--- src/rtl/status_banner_ctrl.sv ---
// Status banner sequencer: picks the banner sprite, blinks it on banner changes, gates its screen region.
// Latency: rom_address/banner_on 1 cycle after DrawX/DrawY; banner_sel updates the cycle after frame_tick.
// Backpressure: none; a free-running pixel pipeline that accepts one pixel per vga_clk.
module status_banner_ctrl #(
    parameter int unsigned X0            = 560,
    parameter int unsigned Y0            = 434,
    parameter int unsigned W             = 80,
    parameter int unsigned H             = 45,
    parameter int unsigned HALF_PERIOD   = 15,
    parameter int unsigned FLASH_TOGGLES = 6
) (
    input  logic        vga_clk,
    input  logic        reset,
    input  logic [9:0]  DrawX,
    input  logic [9:0]  DrawY,
    input  logic        blank,
    input  logic        turn_black,
    input  logic        in_check,
    input  logic        game_over,
    output logic [1:0]  banner_sel,
    output logic        banner_on,
    output logic [11:0] rom_address,
    output logic        frame_tick
);

    localparam int unsigned FW = (HALF_PERIOD > 2) ? $clog2(HALF_PERIOD) : 1;
    localparam int unsigned TW = $clog2(FLASH_TOGGLES + 1);

    localparam logic [9:0] X0_L = 10'(X0);
    localparam logic [9:0] X1_L = 10'(X0 + W - 1);
    localparam logic [9:0] Y0_L = 10'(Y0);
    localparam logic [9:0] Y1_L = 10'(Y0 + H - 1);
    localparam logic [9:0] VBLANK_ROW = 10'd480;

    localparam logic [FW-1:0] HALF_LAST   = FW'(HALF_PERIOD - 1);
    localparam logic [TW-1:0] TOGGLE_DONE = TW'(FLASH_TOGGLES);

    typedef enum logic [1:0] {
        ST_STEADY = 2'd0,
        ST_FLASH  = 2'd1,
        ST_OVER   = 2'd2
    } state_t;

    state_t          state;
    state_t          reload_state;
    logic            reload;
    logic            visible;
    logic [FW-1:0]   frame_cnt;
    logic [TW-1:0]   toggle_cnt;
    logic            vblank;
    logic            vblank_q;
    logic [1:0]      desired;
    logic            half_done;
    logic            in_region;
    logic [9:0]      dx;
    logic [9:0]      dy;
    logic [11:0]     pix_addr;

    assign vblank    = (DrawY >= VBLANK_ROW);
    assign desired   = game_over ? 2'd3 : (in_check ? 2'd2 : {1'b0, turn_black});
    assign half_done = (frame_cnt == HALF_LAST);

    assign in_region = (DrawX >= X0_L) && (DrawX <= X1_L) &&
                       (DrawY >= Y0_L) && (DrawY <= Y1_L);
    assign dx        = DrawX - X0_L;
    assign dy        = DrawY - Y0_L;
    assign pix_addr  = 12'(dx) + 12'(dy) * 12'(W);

    // A new code always wins over a pending toggle on the same tick.
    always_comb begin
        reload       = 1'b0;
        reload_state = ST_FLASH;
        case (state)
            ST_STEADY, ST_FLASH: begin
                if (desired == 2'd3) begin
                    reload       = 1'b1;
                    reload_state = ST_OVER;
                end else if (desired != banner_sel) begin
                    reload       = 1'b1;
                    reload_state = ST_FLASH;
                end
            end
            ST_OVER: begin
                if (!game_over) begin
                    reload       = 1'b1;
                    reload_state = ST_FLASH;
                end
            end
            default: begin
                reload       = 1'b1;
                reload_state = ST_FLASH;
            end
        endcase
    end

    // vblank_q resets high so a tick needs a genuine vblank rising edge after reset.
    always_ff @(posedge vga_clk) begin
        if (reset) begin
            vblank_q   <= 1'b1;
            frame_tick <= 1'b0;
        end else begin
            vblank_q   <= vblank;
            frame_tick <= vblank & ~vblank_q;
        end
    end

    always_ff @(posedge vga_clk) begin
        if (reset) begin
            state      <= ST_STEADY;
            banner_sel <= 2'd0;
            visible    <= 1'b1;
            frame_cnt  <= '0;
            toggle_cnt <= '0;
        end else if (frame_tick) begin
            if (reload) begin
                state      <= reload_state;
                banner_sel <= desired;
                visible    <= 1'b0;
                frame_cnt  <= '0;
                toggle_cnt <= TW'(1);
            end else if (state == ST_STEADY) begin
                visible <= 1'b1;
            end else if (half_done) begin
                frame_cnt <= '0;
                visible   <= ~visible;
                // Flash ends on the toggle that makes it visible for the last time.
                if (state == ST_FLASH) begin
                    toggle_cnt <= toggle_cnt + 1'b1;
                    if ((toggle_cnt + 1'b1 == TOGGLE_DONE) && !visible) begin
                        state <= ST_STEADY;
                    end
                end
            end else begin
                frame_cnt <= frame_cnt + 1'b1;
            end
        end
    end

    always_ff @(posedge vga_clk) begin
        if (reset) begin
            banner_on   <= 1'b0;
            rom_address <= '0;
        end else begin
            banner_on   <= in_region & visible & blank;
            rom_address <= in_region ? pix_addr : 12'd0;
        end
    end

endmodule
--- config.mk ---
export PLATFORM = sky130hd
export DESIGN_NAME = status_banner_ctrl
export DESIGN_NICKNAME = d
export VERILOG_FILES = /design/src/rtl/status_banner_ctrl.sv
export SDC_FILE = /design/constraint.sdc
export NUM_CORES = 1
export LEC_CHECK = 0
export BUFFER_PORTS_ARGS = -buffer_cell sky130_fd_sc_hd__buf_2
export CORE_UTILIZATION = 25
export DETAILED_ROUTE_END_ITERATION = 8
export PLACE_DENSITY_LB_ADDON = 0.12
export SYNTH_ARGS = -nofsm -noshare
export SYNTH_HDL_FRONTEND = slang
export SYNTH_SLANG_ARGS = --single-unit
--- constraint.sdc ---
create_clock -name vga_clk -period 3.3 [get_ports vga_clk]
set_input_delay 0.165 -clock vga_clk [delete_from_list [all_inputs] [get_ports vga_clk]]
set_output_delay 0.165 -clock vga_clk [all_outputs]
set_load 0.005 [all_outputs]
# Word-level counts from Yosys, hierarchy flattened
# Index checks and enable logic that the tools add are counted.
[classes]
div = 0
multipliers = 1
n_reduce_logical = 17
shifts = 0
bitwise_logic = 6
n_mux = 23
n_lt_le_gt_ge = 5
n_addsub = 5
n_eq_ne = 7
[ops]
columns = ["cell", "count"]
rows = [
  ["greater-or-equal comparator 10 x 9 -> 1 bit, second input constant", 2],
  ["two-way mux 2 bit", 9],
  ["adder 10 x 12 -> 12 bit", 1],
  ["two-way mux 3 bit", 4],
  ["two-way mux 4 bit", 3],
  ["greater-or-equal comparator 10 bit, second input constant", 1],
  ["<= comparator 10 bit, second input constant", 1],
  ["<= comparator 10 x 9 -> 1 bit, second input constant", 1],
  ["multiplier 10 x 3 -> 8 bit, second input constant", 1],
  ["subtractor 10 bit, second input constant", 1],
  ["subtractor 10 x 9 -> 10 bit, second input constant", 1],
  ["two-way mux 1 bit", 6],
  ["AND reduction 2 bit", 3],
  ["nonzero test 2 bit", 3],
  ["AND reduction 5 bit", 1],
  ["adder 4 x 1 -> 4 bit, second input constant", 1],
  ["equality test 2 bit, second input constant", 2],
  ["equality test 4 bit, second input constant", 1],
  ["logical AND 1 bit", 4],
  ["AND reduction 4 bit", 1],
  ["OR reduction 2 bit", 2],
  ["adder 3 x 1 -> 3 bit, second input constant", 1],
  ["AND 1 bit", 3],
  ["equality test 3 bit, second input constant", 1],
  ["other kinds (8)", 10],
]
[word_totals]
output_inout_bits = 16
elab_cells = 73
mem_bits_ro = 0
latch_bits = 0
inputBits = 26
reg_bits = 27
ram_bits = 0
mem_count = 0

# Depth between registers and ports, before layout
# Gate-level depths: netlist of the first run.
[logic_depth]
depth_word = 8
ltp_mapped = 14
ltp_nobuf = 14

# Worst setup path after synthesis of the first run
# Ideal clock, no wire load.
[synth_path]
path_kind = "input -> register"
start = "input port DrawY[1]"
end = "register rom_address[10]"
cell_stages = 14
n_path_buf = 0
required_time_ns = 3.180
setup_slack_ns = 0.774
arrival_time_ns = 2.405
setup_time_ns = 0.120
cell_sequence = "inv_1 ha_1 xor2_1 ha_1 ha_1 inv_1 fa_1 inv_1 ha_1 o21ai_0 o21bai_1 a21oi_1 xor2_1 nor2_1"
[synth_via]
elab_chain_cells = 5
elab_cells_between_ends = 9
classes_between = "add/sub (2); mul (1); order compare (2); bitwise (1); reduce/logical (3)"
[synth_lines]
columns = ["item", "line", "source"]
rows = [
  ["start: declaration", "15", "input logic [9:0] DrawY,"],
  ["parallel branches: the longest is 5 deep, another holds adder 10 x 12 -> 12 bit", "n/a", ""],
  ["end signal: assignment", "145", "rom_address <= in_region ? pix_addr : 12'd0;"],
  ["end: declaration", "22", "output logic [11:0] rom_address,"],
]
# Parallel ways; which one is timed is not known.
# A chain may end at the register's enable or synchronous reset.

# Worst setup path in the final report of the first run
[layout_path]
start = "input port DrawY[1]"
end = "register rom_address[11]"
# The elaborated chain is that of the path after synthesis.

==> reports/qor_table.md, run 1 <==
| Parameter | Reported |
|---|---|
| Outcome | finished clean |
| Setup violators final | 0 |
| Pin count of the biggest net entering global routing | 16 |
| Syn_nets | 260 |
| Period minus WS final | 2.63 ns |
| Number of max-slew violations in the final report | 0 |
| Worst setup EP type | flip-flop |
| Clock latency on the worst-skew pair | 0.28 ns |
| Synth async-reset ratio | 0 |
| Iteration-0 DRC Markers | 45 |
| First-pass GRT wire length | 6.87 mm |
| Cell breakdown of the critical path | buf_2 > inv_1 > ha_1 > xor2_1 > ha_1 > ha_1 > ha_1 > o21ai_0 > nor2_1 > or2_2 > o311ai_0 > xor2_1 > nor2_1 |
| Distinct cells, synth | 45 |
| Final Hold Vio Count | 0 |
| Slowest CP cell | o311ai_0 |
| Initial antenna violation count | 0 |
| Ports placed on the boundary | 42 |
| Final routed wirelength across all metal layers | 4.11 mm |
| Wire per inst | 11.8 µm |
| Fraction of final layout cells with drive strength greater than 1 | 0.211 |
| Post-CTS setup-driven buffer insertion count | 0 |
| Clock tree sinks | 27 |
| Critical Path RT | 3.46 ns |
| Flops & latches, synth | 27 |
| Post-DP HPWL | 3.34 mm |
| Level count of the clock H-tree | 1 |
| Overflow left after global routing | 0 |
| Most frequent cell after synthesis | dfxtp_1 |
| Top fanout value on the critical path | 6 |
| Relative contribution of combinational cells to total power | 0.346 |
| Fin nets | 303 |
| GRT Resource Usage Total | 0.115 |
| Worst-case clock skew | 0.0110 ns |
| Power per cell area | 372 nW/µm² |
| Number of diodes added for antenna fixing | 0 |
| Routability Congestion | 0.765 |
| Top cells by count, synth | dfxtp_1 (27), ha_1 (23), a21oi_1 (19) |
| Number of hold buffers added after CTS | 0 |
| Detailed Routing Iterations Pass 1 | 4 |
| Post-cts repair resize count | 0 |
| Post-synthesis instance total | 209 |
| Core area | 6940 µm² |
| Via count of the first global-routing pass | 1441 |
| Number of synthesized flops with an enable pin | 0 |
| FMAX | 381 MHz |
| Maximum root-to-sink buffer count | 2 |
| Total clock buffers created by CTS | 3 |
| Number of rows in the core area | 30 |
| Fillers | 764 |
| Post-route setup TNS | 0 ns |
| Effective utilization at floorplan | 0.265 |
| Kind of path behind the tightest hold check | input pin to flip-flop |
| Antenna viol nets, final | 0 |
| Port Buf Inserts | 41 |
| Clock Power Share | 0.242 |
| Final worst-path cycle share | 0.796 |
| Internal power of the cells | 544 µW |
| Power dissipated by switching net loads | 267 µW |
| Max transition margin | 0.639 |
| Worst path top cell family by delay | adder cells |
| Longest individual stage delay on the worst path | 0.37 ns |
| Routed vias | 1539 |
| Share of power burned in registers | 0.412 |
| Sequential area share after synthesis | 0.293 |
| Data arrival, critical path | 2.79 ns |
| Transition time at the pin with the least slew margin | 0.538 ns |
| Switching fraction of total power | 0.329 |
| Avg Vias per Cell | 4.44 |
| Worst setup path class | input pin to flip-flop |
| Unrepaired setup endpoints after global routing | false |
| Setup slack of the most critical reg-to-reg path | 1.35 ns |
| Maximum VDD drop | 115 µV |
| Die Y-Extent | 87.9 µm |
| Area enclosed by the die boundary | 7720 µm² |
| Placed Instance Area | 2130 µm² |
| Top flip-flop cell by instance count after synthesis | dfxtp_1 |
| Area growth syn-to-layout | 18.3% |
| Avg Synthesized Cell Area | 8.82 µm² |
| Netlist area before placement | 1840 µm² |
| Number of synthesis warnings | 0 |
| Leakage | 0.974 nW |
| Reg clk slew, reported paths | 0.09 ns |
| Number of max-cap violations | 0 |
| Synth top area share | 0.293 |
| Remaining routing DRC violations | 0 |
| Most numerous cell on the critical path | ha_1 |
| Startpoint Class | input pin |
| Post-route cell area | 2180 µm² |
| Chip Width | 87.9 µm |
| Clock Tree Root | clkbuf_8 |
| Buffering stage count on the worst path with inverters included | 2 |
| Library cell occupying the most area in the post-synthesis netlist | dfxtp_1 |
| Ranking of synthesized cells by area | dfxtp_1 (29%), ha_1 (16%), xnor2_1 (5.2%) |
| CTS tree | built |
-- cells by family after synthesis --
family,after synthesis,share of synthesized area
AO/OA/AOI/OAI,52,0.177
AND/OR/NAND/NOR,67,0.207
multiplexers,1,0.00543
XOR/XNOR,19,0.0903
buffers and inverters,18,0.0496
flip-flops,27,0.293
adder cells (fa/ha/maj),25,0.178
-- stage by stage --
step / setup slack (ns) / hold slack, ns / instances / total power [mW] / util
floorplan: 0.774 / 0.237 / 209 / 0.555 / -
global placement: 0.405 / 0.370 / 343 / 0.628 / 0.307
detailed placement: 0.360 / 0.371 / 343 / 0.624 / 0.307
CTS: 0.638 / 0.0819 / 347 / 0.825 / 0.314
global route: 0.432 / 0.0740 / 347 / 0.878 / 0.314
finish: 0.675 / 0.0882 / 347 / 0.811 / 0.314
-- metal layers --
layer  global-route usage  part of all wire  vias up
met2                0.173              0.42       30
li1                     -                 -      820
met3               0.0189             0.038        2
met5                    0                 0        -
met4               0.0402            0.0093        0
met1                0.164              0.53      687
-- worst paths after layout --
check             cells after the start                          to                 startpoint
hold / removal                        2   rom_address[1]$_SDFF_PP0_                   DrawX[1]
hold reg to reg                       1       frame_tick$_SDFF_PP0_        vblank_q$_SDFF_PP1_
setup reg to reg                      8       state[0]$_SDFFE_PP0P_  frame_cnt[0]$_SDFFE_PP0P_
setup / recovery                     13  rom_address[11]$_SDFF_PP0_                   DrawY[1]
-- area by class of cell --
cell class                      count  area (µm²)  share of cell area
Clock inverter                      1        5.00             0.00230
Tap cell                           96         120              0.0551
Multi-Input combinational cell    164        1210               0.556
Inverter                           15        56.3              0.0258
Sequential cell                    27         541               0.248
Timing Repair Buffer               41         205              0.0941
Clock buffer                        3        41.3              0.0189
-- state kept, by name, summed over array words and instances, names as in the netlist --
name         count
banner_sel       2
banner_on        1
frame_tick       1
visible          1
toggle_cnt       3
frame_cnt        4
vblank_q         1
rom_address     12
state            2
-- cells in the final DEF (no fill, tap or decap), drive strengths merged, types with 6 or more instances in the layout --
cell | synthesis | final
o21ai | 15 | 15
nand2b | 6 | 6
nor3 | 9 | 9
a21oi | 20 | 20
nor2 | 11 | 11
xnor2 | 11 | 11
buf | 1 | 41
and2 | 6 | 6
dfxtp | 27 | 27
xor2 | 8 | 8
inv | 15 | 15
ha | 23 | 23
nand2 | 8 | 8
-- power groups by stage --
stage | logic (mW) | registers (mW) | clock network (mW)
after floorplan | 0.215 | 0.340 | 0
after global placement | 0.287 | 0.342 | 0
after detailed placement | 0.283 | 0.342 | 0
after CTS | 0.286 | 0.334 | 0.205
after global routing | 0.323 | 0.335 | 0.220
final | 0.280 | 0.334 | 0.196
-- worst register-to-register path, cell delays in order (launching register included) --
cell and delay [ns]:
dfxtp_1 0.36, inv_1 0.07, ha_1 0.15, nand3_1 0.20, nor3b_2 0.33, nand4b_1 0.18
a211oi_1 0.31, o21ai_0 0.11, a31oi_1 0.18
Power figures use the tool's default switching activity.
==> run 2: changes to the inputs <==
--- a/config.mk
+++ b/config.mk
@@ -5,6 +5,7 @@
 export SDC_FILE = /design/constraint.sdc
 export NUM_CORES = 1
 export LEC_CHECK = 0
+export ABC_AREA = 1
 export BUFFER_PORTS_ARGS = -buffer_cell sky130_fd_sc_hd__buf_2
 export CORE_UTILIZATION = 25
 export DETAILED_ROUTE_END_ITERATION = 8
==> constraint.sdc (replaced) <==
create_clock -name vga_clk -period 2.1 [get_ports vga_clk]
set_input_delay 0.105 -clock vga_clk [delete_from_list [all_inputs] [get_ports vga_clk]]
set_output_delay 0.105 -clock vga_clk [all_outputs]
set_load 0.005 [all_outputs]
==> run 2 against run 1 <==
Against the previous run: the flow now finishes with violations (setup timing); sequential cell count is the same; global-route usage shrank 0.31 points; register-to-register slack lost 0.75 ns; hold slack lost 0.048 ns; die area grew 5.4%; sequential share of layout area shrank 4.1 points; final cell count grew 27%.
==> reports/qor_table.md, run 2 <==
| Parameter | Reported | Delta |
|---|---|---|
| Clock Tree Root | clkbuf_8 | unchanged |
| Critical Path RT | 2.27 ns | was 3.46 ns |
| Most frequent cell after synthesis | nand2_1 | was dfxtp_1 |
| Library cell occupying the most area in the post-synthesis netlist | dfxtp_1 | unchanged |
| Maximum VDD drop | 138 µV | was 115 µV |
| Kind of path behind the tightest hold check | input pin to flip-flop | unchanged |
| Synth async-reset ratio | 0 | unchanged |
| Max transition margin | 0.679 | was 0.639 |
| Transition time at the pin with the least slew margin | 0.481 ns | was 0.538 ns |
| Register area | 541 µm² | unchanged |
| Placed Instance Area | 2510 µm² | was 2130 µm² |
| Post-route cell area | 2620 µm² | was 2180 µm² |
| Level count of the clock H-tree | 1 | unchanged |
| Area enclosed by the die boundary | 8130 µm² | was 7720 µm² |
| Largest reg by FF count | rom_address | unchanged |
| Proportion of synthesized area in mux cells | 0 | was 0.00543 |
| Number of diodes added for antenna fixing | 0 | unchanged |
| Synth top area share | 0.278 | was 0.293 |
| Unrepaired setup endpoints after global routing | true | was false |
| Worst setup EP type | flip-flop | unchanged |
| Combinational family with the most area after synthesis | simple AND/OR/NAND/NOR gates | unchanged |
| End point of the worst hold path | rom_address[1]$_SDFF_PP0_ | unchanged |
| Fin nets | 395 | was 303 |
| Number of rows in the core area | 31 | was 30 |
| CTS tree | built | unchanged |
| Overflow left after global routing | 0 | unchanged |
| Final routed wirelength across all metal layers | 4.42 mm | was 4.11 mm |
| Port Buf Inserts | 41 | unchanged |
| Remaining routing DRC violations | 0 | unchanged |
| Share of the synthesized area in compound gates (AO/OA/AOI/OAI) | 0.0914 | was 0.177 |
| Fillers | 820 | was 764 |
| Post-DP HPWL | 3.71 mm | was 3.34 mm |
| Final worst-path cycle share | 1.03 |  |
| Wire per inst | 10.0 µm | was 11.8 µm |
| Chip Width | 90.2 µm | was 87.9 µm |
| Leakage | 1.38 nW | was 0.974 nW |
| Sequential area share after synthesis | 0.278 | was 0.293 |
| Pin count of the biggest net entering global routing | 15 | was 16 |
| Top flip-flop cell by instance count after synthesis | dfxtp_1 | unchanged |
| Number of synthesized flops with an enable pin | 0 | unchanged |
| Worst path setup slack after routing | -0.0570 ns | was 0.675 ns |
| Post-route setup TNS | -0.0570 ns | was 0 ns |
| Top fanout value on the critical path | 4 | was 6 |
| Number of max-cap violations | 0 | unchanged |
| Post-Route M1 WL | 2.07 mm | was 2.19 mm |
| Worst reg2reg path depth | 8 | unchanged |
| Area growth syn-to-layout | 34.5% | was 18.3% |
| Ranking of synthesized cells by area | dfxtp_1 (28%), ha_1 (15%), nand2_1 (11%) | was dfxtp_1 (29%), ha_1 (16%), xnor2_1 (5.2%) |
| Iteration-0 DRC Markers | 33 | was 45 |
| Post-synthesis xor/xnor area fraction | 0.0586 | was 0.0903 |
| Period minus WS final | 2.16 ns |  |
| Synth Area in Adders | 0.169 | was 0.178 |
| Total clock buffers created by CTS | 3 | unchanged |
| Ports placed on the boundary | 42 | unchanged |
| Routed wl met2 | 2.21 mm | was 1.73 mm |
| Netlist area before placement | 1940 µm² | was 1840 µm² |
| Power per cell area | 541 nW/µm² | was 372 nW/µm² |
| Number of cells on the worst hold path | 3 | was 2 |
| Number of max-slew violations in the final report | 0 | unchanged |
| Routability Congestion | 0.743 | was 0.765 |
| Final Hold Vio Count | 0 | unchanged |
| Syn_nets | 327 | was 260 |
| Commonest non-fill, non-tap cells in the layout | nand2_1 (56), inv_1 (44), buf_2 (39) | was buf_2 (41), dfxtp_1 (27), ha_1 (23) |
| FMAX | 464 MHz |  |
| Antenna viol nets, final | 0 | unchanged |
| Effective utilization at floorplan | 0.264 | was 0.265 |
| Worst setup slack after placement | -0.507 ns | was 0.360 ns |
| First-pass GRT wire length | 7.40 mm | was 6.87 mm |
| Area taken by multi-input logic gates | 1270 µm² | was 1210 µm² |
| Startpoint Class | input pin | unchanged |
| Reg clk slew, reported paths | 0.09 ns | about the same |
| Top cells by count, synth | nand2_1 (59), inv_1 (48), nor2_1 (37) | was dfxtp_1 (27), ha_1 (23), a21oi_1 (19) |
| Avg Synthesized Cell Area | 7.04 µm² | was 8.82 µm² |
| Number of synthesis warnings | 0 | unchanged |
| Detailed Routing Iterations Pass 1 | 6 | was 4 |
| Clock tree sinks | 27 | unchanged |
| Highest routed metal layer | met4 | unchanged |
| GRT Resource Usage Total | 0.112 | was 0.115 |
| Initial antenna violation count | 0 | unchanged |
| Violations in the final reports | setup timing |  |
| Routed vias | 1807 | was 1539 |
| Largest regs | rom_address (12), frame_cnt (4), toggle_cnt (3) | unchanged |
| Worst min-delay path startpoint | DrawX[1] | unchanged |
| Data arrival, critical path | 2.33 ns | was 2.79 ns |
| Worst setup path class | input pin to flip-flop | unchanged |
| R2r startpoint | toggle_cnt[0]$_SDFFE_PP0P_ | was frame_cnt[0]$_SDFFE_PP0P_ |
| Most common cell after layout, fill and taps aside | nand2_1 | was buf_2 |
| Fraction of final layout cells with drive strength greater than 1 | 0.297 | was 0.211 |
| Clock latency on the worst-skew pair | 0.27 ns | was 0.28 ns |
| Max FFs per register | 12 | unchanged |
| Outcome | complete, but fails checks | was finished clean |
| Avg Vias per Cell | 4.09 | was 4.44 |
| Met3 routed wirelength | 101 µm | was 154 µm |
| Maximum root-to-sink buffer count | 2 | unchanged |
| Setup slack of the most critical reg-to-reg path | 0.60 ns | was 1.35 ns |
| Worst-case clock skew | 0.00791 ns | was 0.0110 ns |
| Distinct cells, synth | 30 | was 45 |
| Die Y-Extent | 90.2 µm | was 87.9 µm |
| Via count of the first global-routing pass | 1766 | was 1441 |
| Endpoint of the worst-slack reg-to-reg timing path | state[1]$_SDFFE_PP0P_ | was state[0]$_SDFFE_PP0P_ |
| Flops & latches, synth | 27 | unchanged |
| Setup violators final | 1 | was 0 |
| Post-synthesis instance total | 276 | was 209 |
| Core area | 7370 µm² | was 6940 µm² |
| Simple-gate share of the synthesized area | 0.300 | was 0.207 |
-- run 2: changes by cell type after synthesis, sizes merged, moves of 7 or more --
cell / before / now
xnor2: 11 / 4
o21ai: 15 / 8
nand2: 8 / 63
nor2: 11 / 39
inv: 15 / 50
nand3: 4 / 18
-- run 2: where the power goes --
group,internal [mW],total [mW],switching [mW]
Sequential,0.519,0.526,0.00690
Combinational,0.288,0.594,0.306
Clock,0.136,0.294,0.158
-- run 2: worst max-delay path by stage --
stage                   from                          to  cells after the start
detailed placement  DrawY[1]  rom_address[11]$_SDFF_PP0_                     18
floorplan           DrawY[2]  rom_address[11]$_SDFF_PP0_                     17
global route        DrawY[2]  rom_address[11]$_SDFF_PP0_                     17
CTS                 DrawY[2]  rom_address[11]$_SDFF_PP0_                     18
finish              DrawY[2]  rom_address[11]$_SDFF_PP0_                     17
global placement    DrawY[2]  rom_address[11]$_SDFF_PP0_                     18
-- run 2: area by class of cell --
cell class | count | share of cell area
sequential | 27 | 0.207
inverter | 50 | 0.0813
timing repair buffer | 66 | 0.160
multi-input combinational | 196 | 0.488
clock buffer | 4 | 0.0172
tap | 99 | 0.0474
-- run 2: worst max-delay path: stages --
cell	delay (ns)
buf_8	0.10
inv_12	0.03
ha_4	0.15
xor2_2	0.14
ha_1	0.27
ha_2	0.18
inv_2	0.04
fa_1	0.48
inv_2	0.05
ha_4	0.28
nand3_2	0.07
nand2_2	0.08
nand2_2	0.05
nand2_1	0.07
nand2_2	0.06
a21oi_1	0.11
nor2_1	0.06
-- run 2: logic make-up (layout without fill, tap and decap cells) --
| group | after synthesis | after routing |
|---|---|---|
| buffers and inverters | 53 | 120 |
| and+or+nand+nor | 131 | 131 |
| AOI/OAI and AO/OA | 27 | 27 |
| adders and majority gates | 25 | 25 |
| DFF | 27 | 27 |
| xor gates and xnor gates | 13 | 13 |
-- run 2: per-layer routing --
| layer | global-route usage | vias up |
|---|---|---|
| li1 | - | 993 |
| met1 | 0.128 | 789 |
| met2 | 0.211 | 23 |
| met3 | 0.0127 | 2 |
| met4 | 0.0390 | 0 |
| met5 | 0 | - |
-- run 2: repair_timing --
item                       4_1_cts  5_1_grt
setup buffers                    0        1
pin swaps                        9        6
resized for setup                8        5
setup endpoints to repair        3        4
hold buffers                     0        0
-- run 2: stage by stage --
step | hold slack [ns] | power [mW] | std cells | utilization
finish | 0.0404 | 1.41 | 442 | 0.355
global route | 0.0298 | 1.55 | 442 | 0.355
CTS | 0.0287 | 1.43 | 441 | 0.350
detailed placement | 0.325 | 1.10 | 437 | 0.340
floorplan | 0.205 | 0.904 | 276 | -
global placement | 0.320 | 1.10 | 437 | 0.340
==> run 3: changes to the inputs <==
--- a/config.mk
+++ b/config.mk
@@ -6,7 +6,7 @@
 export NUM_CORES = 1
 export LEC_CHECK = 0
 export ABC_AREA = 1
-export BUFFER_PORTS_ARGS = -buffer_cell sky130_fd_sc_hd__buf_2
+export BUFFER_PORTS_ARGS = -buffer_cell sky130_fd_sc_hd__clkbuf_2
 export CORE_UTILIZATION = 25
 export DETAILED_ROUTE_END_ITERATION = 8
 export PLACE_DENSITY_LB_ADDON = 0.12
==> run 3 against run 2 <==
Against the previous run: the run still ends with setup timing left; hold slack got worse by 0.017 ns; sequential share of layout area about the same; global-route usage grew 0.39 points; clock skew is 0.0012 ns higher; non-clock buffer count decreased by 1; final cell count decreased by 0.23%; register-to-register slack improved by 0.02 ns; largest power group unchanged; routed wire length about the same.
==> reports/qor_table.md, run 3 (synthesized netlist as in run 2, its figures left out) <==
| Parameter | Reported | Delta |
|---|---|---|
| Port Buf Inserts | 41 | unchanged |
| Total design power | 1.41 mW | about the same |
| Maximum VDD drop | 188 µV | was 138 µV |
| Largest regs | rom_address (12), frame_cnt (4), toggle_cnt (3) | unchanged |
| Unrepaired setup endpoints after global routing | true | unchanged |
| CP Launch Point | DrawY[1] | was DrawY[2] |
| Post-route cell area | 2610 µm² | was 2620 µm² |
| Period minus WS final | 2.19 ns | was 2.16 ns |
| Fraction of final layout cells with drive strength greater than 1 | 0.287 | was 0.297 |
| Wire per inst | 10.0 µm | about the same |
| Setup slack of the most critical reg-to-reg path | 0.62 ns | was 0.60 ns |
| Ports placed on the boundary | 42 | unchanged |
| Number of cells on the worst hold path | 3 | unchanged |
| Max FFs per register | 12 | unchanged |
| Routability Congestion | 0.745 | was 0.743 |
| Level count of the clock H-tree | 1 | unchanged |
| Worst setup path class | input pin to flip-flop | unchanged |
| Kind of path behind the tightest hold check | input pin to flip-flop | unchanged |
| Fin nets | 394 | was 395 |
| Clock latency on the worst-skew pair | 0.27 ns | about the same |
| Final Hold Vio Count | 0 | unchanged |
| Power per cell area | 540 nW/µm² | was 541 nW/µm² |
| Busiest layer in global routing | met2 | unchanged |
| Outcome | complete, but fails checks | unchanged |
| Global routing usage on met2 | 0.219 | was 0.211 |
| Remaining routing DRC violations | 0 | unchanged |
| Leakage | 1.37 nW | was 1.38 nW |
| Maximum root-to-sink buffer count | 2 | unchanged |
| Startpoint Class | input pin | unchanged |
| Number of rows in the core area | 31 | unchanged |
| Effective utilization at floorplan | 0.264 | unchanged |
| Avg Vias per Cell | 4.08 | was 4.09 |
| Via count of the first global-routing pass | 1772 | was 1766 |
| Number of diodes added for antenna fixing | 0 | unchanged |
| Number of max-slew violations in the final report | 0 | unchanged |
| Antenna viol nets, final | 0 | unchanged |
| Area enclosed by the die boundary | 8130 µm² | unchanged |
| Die Y-Extent | 90.2 µm | unchanged |
| Initial antenna violation count | 0 | unchanged |
| First-pass GRT wire length | 7.71 mm | was 7.40 mm |
| Non-Filler Instances | 441 | was 442 |
| Worst reg2reg path depth | 8 | unchanged |
| Transition time at the pin with the least slew margin | 0.461 ns | was 0.481 ns |
| Overflow left after global routing | 0 | unchanged |
| GRT Resource Usage Total | 0.115 | was 0.112 |
| Worst path setup slack after routing | -0.0879 ns | was -0.0570 ns |
| Data arrival, critical path | 2.37 ns | was 2.33 ns |
| Tightest hold margin | 0.0229 ns | was 0.0404 ns |
| FMAX | 457 MHz | was 464 MHz |
| Placed Instance Area | 2510 µm² | unchanged |
| R2r startpoint | toggle_cnt[0]$_SDFFE_PP0P_ | unchanged |
| Area growth syn-to-layout | 34.4% | was 34.5% |
| Final worst-path cycle share | 1.04 | was 1.03 |
| Max transition margin | 0.692 | was 0.679 |
| Clock Tree Root | clkbuf_8 | unchanged |
| Placed Cells | 437 | unchanged |
| Final routed wirelength across all metal layers | 4.43 mm | was 4.42 mm |
| Largest reg by FF count | rom_address | unchanged |
| End point of the worst hold path | rom_address[1]$_SDFF_PP0_ | unchanged |
| Routed vias | 1800 | was 1807 |
| CTS tree | built | unchanged |
| Post-DP HPWL | 3.74 mm | was 3.71 mm |
| Top fanout value on the critical path | 4 | unchanged |
| Most common cell after layout, fill and taps aside | nand2_1 | unchanged |
| Worst min-delay path startpoint | DrawX[1] | unchanged |
| Worst-case clock skew | 0.00915 ns | was 0.00791 ns |
| Core area | 7370 µm² | unchanged |
| Setup violators final | 1 | unchanged |
| Violations in the final reports | setup timing | unchanged |
| GRT met3 Usage | 0.0102 | was 0.0127 |
| Reg clk slew, reported paths | 0.10 ns | was 0.09 ns |
| Pin count of the biggest net entering global routing | 15 | unchanged |
| Worst setup EP type | flip-flop | unchanged |
| Clock tree sinks | 27 | unchanged |
| Detailed Routing Iterations Pass 1 | 4 | was 6 |
| Number of max-cap violations | 0 | unchanged |
| Post-CTS setup-driven buffer insertion count | 0 | unchanged |
| Met1 track demand over resource in global routing | 0.136 | was 0.128 |
| Critical Path RT | 2.28 ns | was 2.27 ns |
| Commonest non-fill, non-tap cells in the layout | nand2_1 (58), inv_1 (44), clkbuf_2 (39) | was nand2_1 (56), inv_1 (44), buf_2 (39) |
| Worst setup slack after placement | -0.523 ns | was -0.507 ns |
| Chip Width | 90.2 µm | unchanged |
| Total clock buffers created by CTS | 3 | unchanged |
| Endpoint of the worst-slack reg-to-reg timing path | state[1]$_SDFFE_PP0P_ | unchanged |
| Iteration-0 DRC Markers | 38 | was 33 |
[run 3: worst max-delay path by stage]
| stage | end | slack (ns) |
|---|---|---|
| floorplan | rom_address[11]$_SDFF_PP0_ | -0.19 |
| global placement | rom_address[11]$_SDFF_PP0_ | -0.49 |
| detailed placement | rom_address[11]$_SDFF_PP0_ | -0.52 |
| CTS | rom_address[11]$_SDFF_PP0_ | -0.12 |
| global route | rom_address[11]$_SDFF_PP0_ | -0.25 |
| finish | rom_address[11]$_SDFF_PP0_ | -0.09 |
[run 3: cell type report]
cell class	instances	area [µm²]
sequential	27	541
multi-input combinational	196	1260
inverter	50	213
tap	99	124
timing repair buffer	65	425
clock buffer	4	45.0
fill	838	4760
[run 3: per-layer routing]
metal / part of all wire / routed length [µm] / up-vias
met3: 0.019 / 83 / 4
met2: 0.49 / 2190 / 24
li1: - / - / 994
met5: 0 / 0 / -
met4: 0.011 / 50 / 0
met1: 0.48 / 2110 / 778
[run 3: worst max-delay path, cell delays in order]
cell and delay [ns]:
clkbuf_16 0.12, inv_12 0.03, ha_4 0.15, xor2_2 0.14, ha_1 0.27, ha_2 0.18
inv_2 0.04, fa_1 0.49, inv_2 0.05, ha_4 0.28, nand3_2 0.06, nand2_1 0.08
nand2_1 0.06, nand2_1 0.08, nand2_2 0.06, a21oi_1 0.11, nor2_1 0.06
[run 3: metrics by stage]
step | setup TNS (ns) | utilization
2_1_floorplan | -0.268 | -
3_3_place_gp | -1.47 | 0.340
3_5_place_dp | -1.58 | 0.340
4_1_cts | -0.163 | 0.352
5_1_grt | -0.423 | 0.354
6_report | -0.0879 | 0.354
[run 3: timing repair]
| item | CTS | global route |
|---|---|---|
| pin swaps | 13 | 4 |
| endpoints found under the setup margin | 4 | 4 |
| gates resized for setup | 7 | 2 |
| cloned | 0 | 0 |
| hold buffers | 0 | 0 |
[run 3: report_power, final]
part / total, mW / leakage, nW / internal, mW / switching (mW)
registers: 0.526 / 0.218 / 0.519 / 0.00667
logic: 0.585 / 1.13 / 0.285 / 0.300
clock network: 0.299 / 0.0228 / 0.136 / 0.163
